==> config.mk <==
export PLATFORM = sky130hd
export DESIGN_NAME = pc_reg
export DESIGN_NICKNAME = d
export VERILOG_FILES = /design/src/rtl/pc_reg.sv
export SDC_FILE = /design/constraint.sdc
export NUM_CORES = 1
export LEC_CHECK = 0
export CORE_MARGIN = 4
export CORE_UTILIZATION = 51
export CTS_BUF_LIST = sky130_fd_sc_hd__clkbuf_4 sky130_fd_sc_hd__clkbuf_8
export CTS_CLUSTER_DIAMETER = 50
export DETAILED_ROUTE_END_ITERATION = 12
export MAX_ROUTING_LAYER = met4
export PLACE_DENSITY_LB_ADDON = 0.15
export SYNTH_ARGS = -nofsm -noshare
export SYNTH_HDL_FRONTEND = slang
export SYNTH_SLANG_ARGS = --single-unit
==> constraint.sdc <==
create_clock -name clk -period 3.82 [get_ports clk]
set_input_delay 0.573 -clock clk [delete_from_list [all_inputs] [get_ports clk]]
set_output_delay 0.573 -clock clk [all_outputs]
set_load 0.02 [all_outputs]
==> src/rtl/pc_reg.sv <==
// rtl/pc_reg.sv - program counter register with run/halt control and wrap flag
module pc_reg #(
    parameter int               WIDTH     = 16,
    parameter logic [WIDTH-1:0] RESET_VEC = '0
) (
    input  logic             clk,
    input  logic             rst,
    input  logic             en,
    input  logic             skip,
    input  logic             ld,
    input  logic [WIDTH-1:0] ld_addr,
    input  logic             halt,
    output logic [WIDTH-1:0] pc,
    output logic             halted,
    output logic             wrap
);

    typedef enum logic {
        RUN    = 1'b0,
        HALTED = 1'b1
    } state_t;

    localparam logic [WIDTH:0] INC_ONE = (WIDTH+1)'(1);
    localparam logic [WIDTH:0] INC_TWO = (WIDTH+1)'(2);

    state_t         state;
    logic [WIDTH:0] sum_one;
    logic [WIDTH:0] sum_two;

    // Carry-extended increments; the top bit is the wrap indication
    always_comb begin
        sum_one = {1'b0, pc} + INC_ONE;
        sum_two = {1'b0, pc} + INC_TWO;
    end

    // Run/halt FSM with registered pc, halted and wrap outputs
    always_ff @(posedge clk or posedge rst) begin
        if (rst) begin
            state  <= RUN;
            pc     <= RESET_VEC;
            halted <= 1'b0;
            wrap   <= 1'b0;
        end else begin
            wrap <= 1'b0;
            case (state)
                RUN: begin
                    if (halt) begin
                        state  <= HALTED;
                        halted <= 1'b1;
                    end else if (ld) begin
                        pc <= ld_addr;
                    end else if (skip) begin
                        pc   <= sum_two[WIDTH-1:0];
                        wrap <= sum_two[WIDTH];
                    end else if (en) begin
                        pc   <= sum_one[WIDTH-1:0];
                        wrap <= sum_one[WIDTH];
                    end
                end
                HALTED: begin
                    // Only a jump leaves HALTED; halt in the same cycle does not block it
                    if (ld) begin
                        state  <= RUN;
                        halted <= 1'b0;
                        pc     <= ld_addr;
                    end
                end
                default: begin
                    state  <= RUN;
                    halted <= 1'b0;
                end
            endcase
        end
    end

endmodule
Word-level counts from Yosys, hierarchy flattened
Index checks and enable logic that the tools add are counted.
{ "totals": {"register_bits": 19, "in_bits": 22, "out_inout_bits": 18, "word_cells": 30} }
{ "classes": {"n_addsub": 2, "eq_ne": 4, "mux": 17, "n_bitwise": 1, "n_reduce_logical": 2} }
{ "op_table": {"columns": ["operator", "count"], "rows": [
  ["2-to-1 mux 16 bit", 5],
  ["case mux 16 bit (2 select lines)", 1],
  ["adder 16 x 1 -> 17 bit, second input constant", 1],
  ["adder 16 x 2 -> 17 bit, second input constant", 1],
  ["2-to-1 mux 1 bit", 9],
  ["!= test 2 bit, second input constant", 3],
  ["!= test 4 bit, second input constant", 1],
  ["case mux 1 bit (2 select lines)", 2],
  ["AND reduction 3 bit", 1],
  ["AND reduction 2 bit", 1],
  ["inverter 1 bit", 1]
]} }

Longest topological paths before layout
Gate-level depths: netlist of run 1.
{ "depth": {"ltp_word": 6, "ltp_mapped": 7} }

Worst setup path after synthesis of run 1
Ideal clock, no wire load.
{ "synth_path": {"path_kind": "register to register", "startpoint": "register pc[0]", "endpoint": "register pc[12]", "setup_time_ps": 131, "arrival_ps": 1576, "required_ps": 3689, "slack_ps": 2113, "stages_incl_launch_ff": 6, "synth_period_minus_slack_ps": 1707, "path_cell_list": "dfrtp_1 > ha_1 > mux2_2 > and3_1 > a311oi_1 > a211oi_1"} }
{ "synth_between": {"elab_chain_cells": 6, "elab_cells_between_ends": 7} }
{ "synth_lines": {"columns": ["element", "line_no", "source"], "rows": [
  ["start: declaration", "13", "output logic [WIDTH-1:0] pc,"],
  ["start signal: assignment", "51", "pc <= ld_addr;"],
  ["start signal: assignment", "53", "pc <= sum_two[WIDTH-1:0];"],
  ["start signal: assignment", "56", "pc <= sum_one[WIDTH-1:0];"],
  ["adder 16 x 1 -> 17 bit", "32", "sum_one = {1'b0, pc} + INC_ONE;"],
  ["2-to-1 mux 16 bit", "55", "end else if (en) begin"],
  ["2-to-1 mux 16 bit (*)", "52", "end else if (skip) begin"],
  ["2-to-1 mux 16 bit (*)", "50", "end else if (ld) begin"],
  ["2-to-1 mux 16 bit (*)", "47", "if (halt) begin"],
  ["case mux 16 bit (2 select lines) (*)", "45", "case (state)"]
]} }
Mark *: on every way between the ends. The rest lies on a longest branch, timed or not. The select of a mux whose other input is x is not followed.
A chain may end at the register's enable or synchronous reset.

Worst setup path after layout of run 1
{ "layout_path": {"startpoint": "input port skip", "endpoint": "register pc[14]"} }
{ "layout_between": {"elab_chain_cells": 4, "elab_cells_between_ends": 6} }
{ "layout_lines": {"columns": ["element", "line_no", "source"], "rows": [
  ["start: declaration", "9", "input logic skip,"],
  ["2-to-1 mux 16 bit", "52", null],
  ["2-to-1 mux 16 bit", "50", null],
  ["2-to-1 mux 16 bit", "47", null],
  ["case mux 16 bit (2 select lines)", "45", null]
]} }
Parallel ways exist; a longest one is shown, timed or not. The select of a mux whose other input is x is not followed.

==> summary.md, run 1 <==
| Metric | Value |
|---|---|
| Synthesis Warnings | `0` |
| Clock root buffer | `clkbuf_4` |
| Clock Skew | `approximately 4.7 ps` |
| Commonest non-fill, non-tap cell in the layout | `clkdlybuf4s50_1` |
| Pwr Density | `roughly 490 nW/µm²` |
| Crit path launch | `skip` |
| Initial Util | `54.8%` |
| Avg Cell Area, Syn | `8.82 µm²` |
| Final ANT Viol Nets | `0` |
| GP Congestion | `0.879` |
| Resized cells post-CTS | `0` |
| Clk slew on worst S/H paths | `roughly 120 ps` |
| Post-synth ARST share | `100%` |
| Die area | `between 3000 and 4000 µm²` |
| Non-Filler Instances | `202` |
| Int Pwr | `468 µW` |
| Area grow syn2layout | `32.5%` |
| Row cnt | `17` |
| Die Ht | `57.2 µm` |
| Pre-antenna DRT Iters | `4` |
| Total global-route track usage | `a little over a fifth` |
| Critical path capture point | `pc[14]$_DFFE_PP0P_` |
| Slew HR | `49.6%` |
| Grt ovf | `0` |
| Logic pwr share | `45.8%` |
| Sequential area share after synthesis | `38.5%` |
| H-tree Lvls | `1` |
| TritonCTS buffer count | `3` |
| Crit path capture type | `flip-flop` |
| DRT Wirelength | `3.35 mm` |
| Post-layout util | `72.6%` |
| Total nets after synthesis | `164` |
| Routed length per instance | `16.6 µm` |
| DRC violations left | `0` |
| Seq pwr share | `39.9%` |
| Setup TNS | `0 ps` |
| HPWL after DPL | `2.42 mm` |
| Number of distinct library cells after synthesis | `41` |
| Type of origin of the critical path | `primary input` |
| Final hold vios | `0` |
| HP Class | `flip-flop to flip-flop` |
| Most frequent cells in the layout | `39 x clkdlybuf4s50_1, 19 x dfrtp_1, 18 x a21oi_1` |
| Final-stage net count | `199` |
| Worst r2r path cells | `5` |
| Final Setup Violations | `0` |
| Min cycle time layout | `2180 ps` |
| Filler cells | `193` |
| Placed insts | `198` |
| Status | `finished clean` |
| Crit Path Class | `primary input to flip-flop` |
| Psw | `333 µW` |
| Clk buf depth | `2` |
| Fmax | `between 0.4 and 0.5 GHz` |
| Clk network pwr share | `14.3%` |
| Worst R2R End | `pc[12]$_DFFE_PP0P_` |
| Initial DRC Count | `~50` |
| Number of diodes | `0` |
| Static leakage | `0.000621 µW` |
| Crit share post-route | `between 50% and 60%` |
| Sw Share | `~42%` |
| Die Width | `57.2 µm` |
| Number of global-route vias before repair | `1237` |
| Peak supply drop | `0.319 mV` |
| CP Data Required Time | `between 4000 and 5000 ps` |
| Hold-fix buffers, CTS | `0` |
| First-pass GRT wire length | `5.61 mm` |
| Ratio of cells with drive above 1 in the final layout | `6.32%` |
| Max_cap viols | `0` |
| Port Buffers | `39` |
| Mapped Area | `1230 µm²` |
| Clk_lat worst skew | `300 ps` |
| Via Count | `1276` |
| Synth Register Bits | `19` |
| Worst-Margin Slew | `755 ps` |
| Ys flop type | `dfrtp_1` |
| Largest net degree at the start of global routing | `20` |
| Register area | `475 µm²` |
| Number of synthesized flops with an enable pin | `0` |
| Area occupied by multi-input gates | `687 µm²` |
| Mean number of vias per cell | `roughly 6.3` |
| Worst r2r src | `pc[0]$_DFFE_PP0P_` |
| Core ar. | `2250 µm²` |
| Post CTS Setup Buffer Count | `0` |
| Arrival time of the worst setup path | `2390 ps` |
| Final Total Pwr | `801 µW` |
| Initial antenna violation count | `0` |
| Fin. max-slew vios | `0` |
| CTS tree | `done` |
| # IOs | `40` |
| Max reg flops | `16` |
| Synth Instances | `140` |
| Flop-to-flop setup slack | `2020 ps` |
| Clk sink count | `19` |
| RSZ-0062 raised after global routing | `false` |
| Critical path peak fanout | `17` |
[layout make-up]
type | instances | area share (%)
clock buffer | 4 | 1.83
inverter | 5 | 1.15
multi-input combinational | 107 | 42.0
sequential | 19 | 29.1
tap | 28 | 2.14
timing repair buffer | 39 | 23.9
[metrics by stage]
step	setup slack (ps)	hold slack, ps	instance area (µm²)
finish	1640	596	1640
global route	1480	619	1640
floorplan	2110	524	1230
detailed placement	1330	565	1610
global placement	1420	534	1610
CTS	1640	589	1640
[cell usage after synthesis, drive strengths merged, types with 5 or more instances]
master  instances  area [µm²]
nand3           6        42.5
nor2           10        45.0
dfrtp          19         475
buf             7        46.3
inv             5        18.8
o21ai          15        78.8
nand2           6        22.5
o22ai           7        43.8
a21oi          18        90.1
[kinds of logic (layout without fill, tap and decap cells)]
group	Yosys count	in the layout	synth area share, %
AOI/OAI and AO/OA	61	61	32.4
and+or+nand+nor	43	43	20.3
DFF	19	19	38.5
buffers and inverters	14	48	5.88
adders and majority gates	2	2	2.03
muxes	1	1	0.912
[power groups by stage]
| stage | combinational (µW) | sequential [µW] | clock [µW] |
|---|---|---|---|
| 3_3_place_gp | 358 | 318 | 0 |
| 3_5_place_dp | 364 | 321 | 0 |
| 4_1_cts | 367 | 317 | 111 |
| 6_report | 367 | 320 | 114 |
| 2_1_floorplan | 165 | 365 | 0 |
| 5_1_grt | 399 | 329 | 122 |
[worst max-delay path, stage by stage]
cell,delay (ps)
clkdlybuf4s50_1,720
o21ba_2,230
o21a_1,470
o21ai_0,170
a211oi_1,220
[metal layers]
layer / GRT usage [%] / vias up / routed length (µm)
met2: 33.1 / 59 / 1540
met4: 7.95 / 0 / 53
met1: 30.0 / 599 / 1530
li1: - / 609 / -
met5: - / - / 0
met3: 3.17 / 9 / 222
[worst min-delay path by stage]
stage	from	endpoint	slack, ps	depth (start not counted)
5_1_grt	pc[15]$_DFFE_PP0P_	pc[15]$_DFFE_PP0P_	620	1
4_1_cts	pc[15]$_DFFE_PP0P_	wrap$_DFF_PP0_	590	2
6_report	pc[6]$_DFFE_PP0P_	pc[6]$_DFFE_PP0P_	600	2
3_3_place_gp	halted$_DFFE_PP0P_	halted$_DFFE_PP0P_	530	2
2_1_floorplan	rst	halted$_DFFE_PP0P_	520	1
3_5_place_dp	pc[6]$_DFFE_PP0P_	pc[6]$_DFFE_PP0P_	570	2
No activity file was read; power rests on OpenSTA's default activity.
==> run 2: changes to the inputs <==
CORE_ASPECT_RATIO = 0.5   (was not set)
CORE_UTILIZATION = 47   (was 51)
clock period = 2.2 ns   (was 3.82 ns; I/O delays follow)
==> run 2 against run 1 <==
Compared with the run above:
- clock power grew 130%
- first-iteration DRC count increased by 45%
- sequential share of layout area decreased by 1.2 points
- largest cell class unchanged
- largest power group unchanged
==> summary.md, run 2 (synthesis results as in run 1) <==
| Metric | Value |
|---|---|
| Via Count | `1327` |
| Max_cap viols | `0` |
| Number of diodes | `0` |
| Pwr Density | `862 nW/µm²` |
| DRC violations left | `0` |
| Non-Filler Instances | `215` |
| Routed length per instance | `16.2 µm` |
| Filler cells | `195` |
| Crit-path cells | `clkdlybuf4s50_1 -> or2_1 -> nor2_1 -> a32oi_1 -> o21ai_0` |
| Initial Util | `52.4%` |
| # IOs | `40` |
| H-tree Lvls | `1` |
| Arrival time of the worst setup path | `between 1500 and 2000 ps` |
| DRT Wirelength | `3.49 mm` |
| Crit path capture type | `flip-flop` |
| RSZ-0062 raised after global routing | `false` |
| Setup TNS | `0 ps` |
| Clock Skew | `between 2 and 3 ps` |
| Peak supply drop | `0.476 mV` |
| Final-stage net count | `205` |
| Clk_lat worst skew | `260 ps` |
| Port Buffers | `39` |
| Crit share post-route | `82.0%` |
| Die Ht | `roughly 44 µm` |
| Hold-fix buffers, CTS | `0` |
| Final ANT Viol Nets | `0` |
| First-pass GRT wire length | `5.59 mm` |
| Mean number of vias per cell | `6.17` |
| Post CTS Setup Buffer Count | `0` |
| Die area | `~3600 µm²` |
| Clk slew on worst S/H paths | `about 70 ps` |
| Grt ovf | `0` |
| Clk sink count | `19` |
| GP Congestion | `0.822` |
| Total global-route track usage | `21.1%` |
| Core ar. | `2360 µm²` |
| CTS tree | `done` |
| Initial antenna violation count | `0` |
| Worst r2r path cells | `5` |
| Initial DRC Count | `between 70 and 80` |
| Commonest non-fill, non-tap cell in the layout | `clkdlybuf4s50_1` |
| Final hold vios | `0` |
| Cell depth of the worst setup path | `5` |
| Placed insts | `211` |
| Type of origin of the critical path | `primary input` |
| Register area | `around 480 µm²` |
| Largest net degree at the start of global routing | `20` |
| Fmax | `0.554 GHz` |
| Slowest CP cell | `clkdlybuf4s50_1` |
| Worst Path Buf+Inv | `1` |
| Static leakage | `0.000658 µW` |
| CP Data Required Time | `2300 ps` |
| Worst-Margin Slew | `537 ps` |
| Clk buf depth | `2` |
| HPWL after DPL | `2.58 mm` |
| Row cnt | `12` |
| Most frequent cells in the layout | `39 x clkdlybuf4s50_1, 19 x dfrtp_1, 18 x a21oi_1` |
| Die Width | `between 80 and 90 µm` |
| Crit-path leading delay family | `buffers and inverters` |
| Max reg flops | `16` |
| Number of global-route vias before repair | `about 1200` |
| Resized cells post-CTS | `0` |
| Status | `finished clean` |
| Final Setup Violations | `0` |
| Clock root buffer | `clkbuf_8` |
| CP max stage delay | `approximately 660 ps` |
| Fin. max-slew vios | `0` |
| Pre-antenna DRT Iters | `4` |
| HP Class | `primary input to async pin` |
| Ratio of cells with drive above 1 in the final layout | `9.44%` |
| Critical path peak fanout | `16` |
| Slew HR | `64.2%` |
| Min cycle time layout | `1800 ps` |
| Area grow syn2layout | `38.4%` |
| TritonCTS buffer count | `3` |
| Crit Path Class | `primary input to flip-flop` |
| Area occupied by multi-input gates | `687 µm²` |
run 2: final timing paths:
kind,from,endpoint,slack [ps]
min in group clk,halted$_DFFE_PP0P_,halted$_DFFE_PP0P_,550
max in group asynchronous,rst,pc[3]$_DFFE_PP0P_,1600
max,ld,pc[4]$_DFFE_PP0P_,400
max reg2reg,pc[0]$_DFFE_PP0P_,pc[12]$_DFFE_PP0P_,450
min reg2reg,halted$_DFFE_PP0P_,halted$_DFFE_PP0P_,550
min,rst,pc[15]$_DFFE_PP0P_,390
run 2: worst register-to-register path, stage by stage (launching register included):
cell	delay (ps)
dfrtp_1	460
ha_1	270
mux2_2	310
and3_1	230
a311oi_1	270
a211oi_1	80
run 2: layout make-up:
type / instances / share of cell area (%)
multi-input cells: 107 / 40.2
flip-flops and latches: 19 / 27.8
repair buffers: 45 / 25.5
clock buffers: 4 / 2.86
well taps: 35 / 2.56
inverters: 5 / 1.10
run 2: per-stage QoR:
step / utilization (%) / hold slack, ps / setup WS (ps) / power [µW] / instance area (µm²)
floorplan: - / 281 / 493 / 920 / 1230
global placement: 70.4 / 536 / 199 / 1190 / 1660
detailed placement: 70.4 / 541 / 153 / 1210 / 1660
CTS: 72.5 / 399 / 428 / 1480 / 1710
global route: 72.5 / 420 / 287 / 1570 / 1710
finish: 72.5 / 389 / 395 / 1470 / 1710
run 2: where the power goes:
part / leakage, µW / internal (µW) / switching, µW / total [µW]
registers: 0.000220 / 432 / 127 / 559
logic: 0.000413 / 308 / 344 / 653
clock network: 0.0000262 / 141 / 121 / 262
total: 0.000658 / 882 / 592 / 1470
run 2: per-layer routing:
metal / GRT usage [%] / wire (µm) / vias to the layer above
li1: - / - / 630
met1: 28.4 / 1640 / 623
met2: 31.4 / 1520 / 68
met3: 6.30 / 306 / 6
met4: 4.71 / 21 / 0
met5: - / 0 / -
==> RTL change, RTL diff (settings of run 2) <==
Reset style: synchronous (`rst`), changed in one clocked block.
--- a/src/rtl/pc_reg.sv
+++ b/src/rtl/pc_reg.sv
@@ -36,3 +36,3 @@
     // Run/halt FSM with registered pc, halted and wrap outputs
-    always_ff @(posedge clk or posedge rst) begin
+    always_ff @(posedge clk) begin
         if (rst) begin
Function: differs if rst is asserted again (counterexample within 4 cycles, from zero or initial values and one cycle with rst high); with rst held inactive, the same outputs for 10 cycles.
==> RTL change against run 2 <==
  * Core utilization is 2.8 points lower
  * Setup slack worse by 110 ps
  * Final area is 6.1% higher
  * Sequential cell count stayed put
  * Routed wire length is 9.5% higher
  * Clock skew is 2.8 ps higher
  * Maximum frequency is 5.9% lower
  * Highest routed layer unchanged
  * Critical path depth stayed put
  * Cell count is 14% higher
  * Area after synthesis is 4.6% higher
  * Global-route usage is 0.65 points higher
Power is not compared: it rests on default switching activity, and its combinational part moved more than twofold at a synthesized area within 25%.
==> RTL change: results (changes against run 2) <==
| Metric | Value |
|---|---|
| Top post-synthesis cells by count | `19 x dfxtp_1, 18 x nand2_1, 11 x a21oi_1, 10 x nor2_1, 9 x o21ai_0` |
| Final HPWL from detailed placement | `2760 um (+6.9%)` |
| Placed cells | `241 (+14%)` |
| N_diodes | `0 (unchanged)` |
| Syn_nets | `189 (+15%)` |
| DP Area | `1770 sq um (+6.3%)` |
| Hold WC Path Type | `flop to flop` |
| Post-synth cell types | `43 (+4.9%)` |
| H-tree levels | `1 (unchanged)` |
| Largest net degree at the start of global routing | `17 (-15%)` |
| Number of global-route vias before repair | `1241 (+5.6%)` |
| WL met1 | `1830 um (+12%)` |
| Initial DRC Count | `143 (+93%)` |
| Wire length on met3 | `342 um (+12%)` |
| Seq/Total Area, Yosys | `29.5% (-9.0 points)` |
| Post-synthesis mux area share | `2.33% (+1.4 points)` |
| Met2 wire length | `1620 um (+6.0%)` |
| Synth area leader | `dfxtp_1` |
| Worst VDD drop | `0.000323 V` |
| Input/output buffers | `39 (unchanged)` |
| Critical path arrival | `2090 ps (+180 ps)` |
| Adder-cell share of the synthesized area | `1.94% (-0.088 points)` |
| Initial DRT Pass Iterations | `6 (+2)` |
| Most common flop cell mapped by yosys | `dfxtp_1` |
| Cell count after synthesis | `165 (+18%)` |
| Slew headroom | `63.5% (-0.65 points)` |
| DR vias/cell | `6.14 (-0.54%)` |
| Clock skew | `5.50 ps (+2.80 ps)` |
| Share of cells above drive strength 1 | `11.1% (+1.6 points)` |
| GP Congestion | `0.873 (+6.2%)` |
| CTS root buf | `clkbuf_8` |
| Synth area leaders | `dfxtp_1 29%, nand2_1 5.2%, a21oi_1 4.3%` |
| Synth async-reset ratio | `0% (-100 points)` |
| Vias after detailed routing | `1504 (+13%)` |
| Compound-Gate Fraction of Synth Area | `31.5% (-0.93 points)` |
| Status | `finished, final reports clean` |
| Xor-xnor portion of the synthesized cell area | `0.678% (+0.68 points)` |
| GRT Util Overall | `21.8% (+0.65 points)` |
| WL final | `3820 um (+9.5%)` |
| First-pass GRT wire length | `5950 um (+6.5%)` |
| CP Max Fanout | `8 (-8)` |
| Pre-CTS WS | `85.4 ps (-67.9 ps)` |
| TritonCTS buffer count | `3 (unchanged)` |
| Nets | `233 (+14%)` |
-- RTL change: worst reg2reg max path, cell delays in order, from the launching register on --
cell and delay (ps):
dfxtp_1 480, ha_1 270, o211ai_2 150, nor4_2 510, nand4_1 150, a31oi_1 180
-- RTL change: worst paths after layout --
check	startpoint	end	slack (ps)	cells after the start
setup / recovery	skip	pc[8]	280	5
hold reg to reg	halted	halted	460	2
hold / removal	halted	halted	460	2
setup reg to reg	pc[1]	pc[15]	370	5
-- RTL change: kinds of logic after synthesis --
| group | Yosys count |
|---|---|
| xor+xnor | 1 |
| mux | 3 |
| flops | 19 |
| simple gates | 63 |
| compound gates | 59 |
| fa+ha+maj | 2 |
| buf+inv | 18 |
-- RTL change: layout make-up --
cell class                 count  area [sq um]
multi-input combinational    128           832
timing repair buffer          52           488
clock buffer                   4          48.8
fill                         226           788
inverter                       5          18.8
sequential                    19           380
tap                           37          46.3
-- RTL change: per-layer routing --
metal  up-vias  track usage (%)
met4         0             3.64
met1       694             29.8
met2        84             32.9
li1        718                -
met5         -                -
met3         8             5.58
-- RTL change: through the flow --
stage | power, mW | hold slack (ps)
floorplan | 0.585 | 507
global placement | 0.726 | 442
detailed placement | 0.733 | 453
CTS | 0.996 | 465
global route | 1.04 | 474
finish | 0.997 | 464
-- RTL change: power by group through the flow --
stage | sequential [mW] | combinational [mW] | clock (mW)
global placement | 0.426 | 0.300 | 0
finish | 0.421 | 0.310 | 0.267
CTS | 0.419 | 0.308 | 0.268
floorplan | 0.449 | 0.136 | 0
global route | 0.426 | 0.331 | 0.286
detailed placement | 0.427 | 0.306 | 0
